## src/rtl/lsu_mem_ctrl.sv

```systemverilog
// MEM-stage load/store sequencer. Accepts one pipeline request at a time,
// checks its address range and funct3, issues it to the data memory for a
// single cycle, captures load data one cycle later and holds the response
// until the pipeline takes it.
//
// Handshake rule (both sides): a transfer happens on a rising clk edge where
// valid & ready are both high. The side raising valid keeps its payload
// stable until that edge. rsp_valid is not withdrawn before rsp_ready.
module lsu_mem_ctrl #(
    parameter int unsigned ADDR_BITS = 16
) (
    input  logic        clk,
    input  logic        rst,
    input  logic        req_valid,
    output logic        req_ready,
    input  logic        req_we,
    input  logic [2:0]  req_funct3,
    input  logic [31:0] req_addr,
    input  logic [31:0] req_wdata,
    output logic        rsp_valid,
    input  logic        rsp_ready,
    output logic [31:0] rsp_rdata,
    output logic        rsp_err,
    output logic [4:0]  mem_ctrl,
    output logic [31:0] mem_addr,
    output logic [31:0] mem_wr_data,
    input  logic [31:0] mem_rd_data,
    output logic        busy,
    output logic [1:0]  dbg_state
);

    typedef enum logic [1:0] {
        IDLE  = 2'd0,
        LWAIT = 2'd1,
        RESP  = 2'd2
    } state_t;

    // Highest legal byte address, widened to match the 33-bit end-address sum.
    localparam logic [32:0] ADDR_MAX = (33'd1 << ADDR_BITS) - 33'd1;

    state_t      state_q, state_d;
    logic [31:0] rdata_q, rdata_d;
    logic        err_q,   err_d;

    logic [1:0]  nbytes_m1;
    logic [32:0] last_byte;
    logic        range_err;
    logic        funct3_err;
    logic        req_err;

    // Request checks: last byte touched must stay in range (33 bits, no wrap),
    // and funct3 must be a legal size/sign for the access type.
    always_comb begin
        nbytes_m1 = 2'd3;
        case (req_funct3[1:0])
            2'd0:    nbytes_m1 = 2'd0;
            2'd1:    nbytes_m1 = 2'd1;
            default: nbytes_m1 = 2'd3;
        endcase
        last_byte = {1'b0, req_addr} + {31'b0, nbytes_m1};
        range_err = (last_byte > ADDR_MAX);
        if (req_we) begin
            funct3_err = (req_funct3 > 3'd2);
        end else begin
            funct3_err = (req_funct3 == 3'd3) || (req_funct3 == 3'd6) || (req_funct3 == 3'd7);
        end
        req_err = range_err || funct3_err;
    end

    // State and response registers; reset drops any pending load or response.
    always_ff @(posedge clk) begin
        if (rst) begin
            state_q <= IDLE;
            rdata_q <= 32'd0;
            err_q   <= 1'b0;
        end else begin
            state_q <= state_d;
            rdata_q <= rdata_d;
            err_q   <= err_d;
        end
    end

    // Next state, memory issue in the accept cycle, and the single LWAIT sample.
    always_comb begin
        state_d     = state_q;
        rdata_d     = rdata_q;
        err_d       = err_q;
        mem_ctrl    = 5'd0;
        mem_addr    = 32'd0;
        mem_wr_data = 32'd0;
        case (state_q)
            IDLE: begin
                if (req_valid) begin
                    if (req_err) begin
                        err_d   = 1'b1;
                        rdata_d = 32'd0;
                        state_d = RESP;
                    end else begin
                        mem_ctrl    = {req_funct3, req_we, 1'b1};
                        mem_addr    = req_addr;
                        mem_wr_data = req_wdata;
                        err_d       = 1'b0;
                        if (req_we) begin
                            rdata_d = 32'd0;
                            state_d = RESP;
                        end else begin
                            state_d = LWAIT;
                        end
                    end
                end
            end
            LWAIT: begin
                rdata_d = mem_rd_data;
                state_d = RESP;
            end
            RESP: begin
                if (rsp_ready) begin
                    state_d = IDLE;
                end
            end
            default: begin
                state_d = IDLE;
            end
        endcase
    end

    assign req_ready = (state_q == IDLE);
    assign rsp_valid = (state_q == RESP);
    assign rsp_rdata = rdata_q;
    assign rsp_err   = err_q;
    assign busy      = (state_q != IDLE);
    assign dbg_state = state_q;

endmodule

```

## config.mk

```make
export PLATFORM = sky130hd
export DESIGN_NAME = lsu_mem_ctrl
export DESIGN_NICKNAME = d
export VERILOG_FILES = /design/src/rtl/lsu_mem_ctrl.sv
export SDC_FILE = /design/constraint.sdc
export NUM_CORES = 1
export LEC_CHECK = 0
export BUFFER_PORTS_ARGS = -buffer_cell sky130_fd_sc_hd__buf_2
export CAP_MARGIN = 20
export CORE_ASPECT_RATIO = 0.7
export CORE_UTILIZATION = 39
export CTS_CLUSTER_DIAMETER = 200
export DETAILED_ROUTE_END_ITERATION = 7
export PLACE_DENSITY_LB_ADDON = 0.2
export SETUP_SLACK_MARGIN = 0.5
export SYNTH_ARGS = -nofsm -noshare
export SYNTH_HDL_FRONTEND = slang
export SYNTH_SLANG_ARGS = --single-unit
```

## constraint.sdc

```tcl
create_clock -name clk -period 5.21 [get_ports clk]
set_clock_uncertainty 0.15 [all_clocks]
set_input_delay 1.042 -clock clk [delete_from_list [all_inputs] [get_ports clk]]
set_output_delay 1.042 -clock clk [all_outputs]
set_load 0.005 [all_outputs]
```

* Word-level counts from Yosys, hierarchy flattened
Index checks and enable logic that the tools add are counted.
Cells by class: add/sub/neg operators 1, order comparisons 2, eq/ne operators 9, muxes and demuxes 21, reductions and logical operators 10
Operators by type and width (count):
- $mux 32 | 9
- $pmux 32 s2 | 1
- $add 32x2->33 | 1
- $gt 33x16->1 const B | 1
- $mux 5 | 3
- $mux 2 | 4
- $eq 3x3->1 const B | 2
- $pmux 2 s3 | 1
- $eq 2x1->1 const B | 2
- $logic_not 2->1 | 2
- $pmux 2 s2 | 1
- $reduce_and 2->1 | 2
- $reduce_bool 2->1 | 2
- $eq 3x2->1 const B | 1
- $gt 3x2->1 const B | 1
- $logic_or 1x1->1 | 3
- $ne 3x1->1 const B | 1
- $reduce_and 3->1 | 1
- $eq 2x2->1 const B | 1
- $mux 1 | 2
- $ne 2x1->1 const B | 1
- $ne 2x2->1 const B | 1
Word-level totals: bits in registers 35, bits of input ports 104, output and inout bits 107, word-level logic and storage cells 46

* Longest topological paths before layout
depth in word-level cells 8, depth in mapped cells 12, mapped depth without buffers 10

* Worst setup path before layout
Ideal clock, no wire load.
kind input-to-output, from input req_funct3[1], to output mem_addr[0], data arrival time 3.248 ns, data required time 4.018 ns, path slack 0.770 ns, cell stages on the path 12, buffers on the path 2, cell sequence or2_2 ha_1 fa_1 inv_1 nor3_2 a311oi_1 a31o_2 nand3_1 nor4_2 buf_2 clkbuf_2 and2_1
Between the ends: longest elaborated chain between the ends 8, elaborated cells between the ends (all ways) 16, classes of those cells add/sub: 1; order compare: 2; eq/ne: 4; mux: 5; reduce/logical: 4
Ends and longest elaborated chain:
- from (decl) | line 17 | input logic [2:0] req_funct3,
- $eq 2x1->1 (tied with other cells) | line 55 | case (req_funct3[1:0])
- $pmux 2 s2 / $logic_or 1x1->1 (equally long branches) | line 55, 65
- $add 32x2->33 / $logic_or 1x1->1 (equally long branches) | line 60, 65
- $gt 33x16->1 / $mux 1 (equally long branches) | line 61, 62
- $logic_or 1x1->1 (*) | line 67 | req_err = range_err || funct3_err;
- $mux 32 (*) | line 94 | if (req_err) begin
- $mux 32 (*) | line 93 | if (req_valid) begin
- $mux 32 (*) | line 91 | case (state_q)
- to (decl) | line 25 | output logic [31:0] mem_addr,
Every way passes the cells marked *; elsewhere a longest branch is shown, timed or not.

* Worst setup path after layout
from input req_funct3[1], to output mem_wr_data[0]
Between the ends: longest elaborated chain between the ends 8, elaborated cells between the ends (all ways) 16, classes of those cells add/sub: 1; order compare: 2; eq/ne: 4; mux: 5; reduce/logical: 4
Ends and longest elaborated chain:
- $eq 2x1->1 (tied with other cells) | line 55
- $pmux 2 s2 / $logic_or 1x1->1 (equally long branches) | line 55, 65
- $add 32x2->33 / $logic_or 1x1->1 (equally long branches) | line 60, 65
- $gt 33x16->1 / $mux 1 (equally long branches) | line 61, 62
- $logic_or 1x1->1 (*) | line 67
- $mux 32 (*) | line 94
- $mux 32 (*) | line 93
- $mux 32 (*) | line 91
- to (decl) | line 26 | output logic [31:0] mem_wr_data,
Marked as above.

==> metrics.cfg <==
[run_status]
status=finished with violations
violations=DRC

[sta]
fin_ws_ns=0.491
worst_pin_slew_ns=0.535
fin_tns_setup_ns=0
rsz0062_at_grt=yes
period_needed_ns=4.72
setup_violations=0
fin_crit_sh=0.906
hold_viol_final=0
slew_headroom=0.643
fmax_mhz=212
report.final.slew_viol_count=0

[power]
power_leakage_nw=2.07
seq_power_share=0.475
cellPowerDensity_nw_per_um2=136
vdd_ir_drop_max_uv=131
p_comb_frac=0.192
clock_power_share=0.333
intPower_uw=414
p_sw_uw=153
swShare=0.270

[detailed_routing]
ant_nets=0
drtIter0Drc=147
routed_via_density=5.14
drtPass1Iterations=8
remaining_drc_errors=13
post_drt_wl_per_cell_um=15.9
finalWirelength_um=9600
vias=3104

[placement]
place_ws_ns=0.354
port_buffers=195
gp_congestion=0.948
dp_hpwl_um=6390

[grt]
grt_pass1_vias=2738
grtUsageTotal=0.251
grt_remaining_overflow=0
antenna_found_initial=1
grt_start_max_net_pins=37
grt_pass1_wl_um=13700

[die]
num_rows=24
die_h_um=69.2
die_x_um=98.0
initial_core_util=0.405
ios=211
coreArea_um2=6220
die-area_um2=6780

[setup_path]
path_delay_family=simple AND/OR/NAND/NOR gates
cp_common_cell=buf_6
worstPathMaxFanout=7
cpPeakStageDelay_ns=0.37
critPathKind=input pin to primary output
path_cells=buf_8 -> or2_4 -> ha_4 -> fa_2 -> inv_2 -> nor3_4 -> nand2_2 -> o41ai_4 -> nand2_1 -> nor4_4 -> buf_4 -> buf_6 -> clkbuf_16 -> and2_4 -> buf_6
start_kind=input pin
reg2reg_slack_ns=3.00
cpMaxStageDelayCell=o41ai_4
required_ns=4.02
critPathBufInv=6
cp-end-kind=primary output
cp.arrival_ns=3.53

[yosys]
synthSimpleGateAreaFrac=0.409
synth_area_um2=2520
synthFlopType=dfxtp_1
async_reset_ff_frac=0
syn_inst=313
avgSynthCellArea_um2=8.04
synth_mux_area_frac=0
yosysSeqAreaShare=0.278
synth_xor_area_frac=0.0139
synth_top_family_by_area=simple AND/OR/NAND/NOR gates
ys_warn_count=0
synth-seq-cells=35
synthAdderAreaFrac=0.0179
yosysUniqueCellTypes=50
synth_compound_area_frac=0.182
synth_edf_count=0

[clock_tree]
cts_htree_levels=2
cts-root-buf=clkbuf_8
hold_buffers=0
insertion_delay_ns=0.28
clock_sinks=35
cts_buffer_depth=2
cts_buffers=5
clk_pin_slew_worst_paths_ns=0.07
cts_tree=built

[flow_run]
cap_violations=0

[final_layout]
final_common_cell=buf_2
layout.nets=631
seq_area_um2=701
mostFrequentLayoutCells=buf_2 (167), nand2_1 (39), dfxtp_1 (35)
fillCellCount=520
multi_input_area_um2=1760
final_util=0.672
areaGrowthSynthToFinish_pct=66.0
drive_gt1_frac=0.594

[worst_hold_path]
hold_path_class=flop to flop

routing by layer:
layer  share of wire  global-route usage
met1            0.42               0.325
met2            0.47               0.415
met5               0                   0
met4           0.027              0.0640
met3           0.077              0.0665
Yosys cell counts (all sizes together), types with 2 or more instances:
cell / count / area share
and3: 2 / 0.0055
and4: 3 / 0.011
clkbuf: 15 / 0.024
or2: 3 / 0.0075
o2111ai: 2 / 0.0070
nand4: 7 / 0.017
nor2b: 2 / 0.0050
inv: 7 / 0.010
nand2b: 2 / 0.0050
a21oi: 6 / 0.012
o41a: 2 / 0.013
nand3: 6 / 0.014
o41ai: 2 / 0.0099
buf: 20 / 0.062
o21ai: 35 / 0.11
ha: 2 / 0.0099
nand2: 40 / 0.060
nor3: 8 / 0.024
and2: 55 / 0.14
nand3b: 32 / 0.095
xor2: 4 / 0.014
dfxtp: 35 / 0.28
nor2: 8 / 0.012
power by group through the flow:
stage / clock network, mW / logic [mW] / registers, mW
after floorplan: 0 / 0.0490 / 0.276
after global placement: 0 / 0.0946 / 0.276
after detailed placement: 0 / 0.0951 / 0.276
after CTS: 0.194 / 0.0998 / 0.270
after global routing: 0.205 / 0.118 / 0.270
final: 0.189 / 0.109 / 0.270
cells by family after synthesis:
logic type | after synthesis
fa+ha+maj | 3
compound gates | 56
simple gates | 172
flops | 35
other cells | 1
buf+inv | 42
xor+xnor | 4
worst paths after layout:
path                               startpoint        endpoint  cells after the start
worst min-delay path            rsp_rdata[20]   rsp_rdata[20]                      2
worst max-delay path            req_funct3[1]  mem_wr_data[0]                     15
worst min register to register  rsp_rdata[20]   rsp_rdata[20]                      2
worst max register to register   dbg_state[1]    dbg_state[0]                      9
metrics by stage:
step	std cells	hold WS (ns)	power (mW)	area (µm²)
floorplan	327	0.322	0.325	2570
global placement	568	0.312	0.370	3470
detailed placement	568	0.321	0.371	3470
CTS	591	0.335	0.563	3740
global route	604	0.356	0.593	4180
finish	604	0.336	0.567	4180
tightest hold or removal path: cells and delay by family (launching register included):
family	cells	cell delay, ns
and+or+nand+nor	1	0.08
DFF	1	0.31
AOI/OAI and AO/OA	1	0.05
flip-flops by register name, summed over array words and instances (netlist names):
signal and flops:
rsp_rdata 32, rsp_err 1, dbg_state 2
area by class of cell:
cell class,instances,share of cell area
Timing Repair Buffer,225,0.360
Clock inverter,1,0.00120
Inverter,7,0.00629
Antenna cell,1,0.000599
Clock buffer,7,0.0183
Multi-Input combinational cell,250,0.422
Sequential cell,35,0.168
Tap cell,78,0.0234
repair_timing:
item / in CTS / in global routing
setup endpoints to repair: 53 / 57
cloned: 2 / 4
pin swaps: 4 / 32
resized for setup: 8 / 65
setup buffers: 13 / 8
Power figures use the tool's default switching activity.
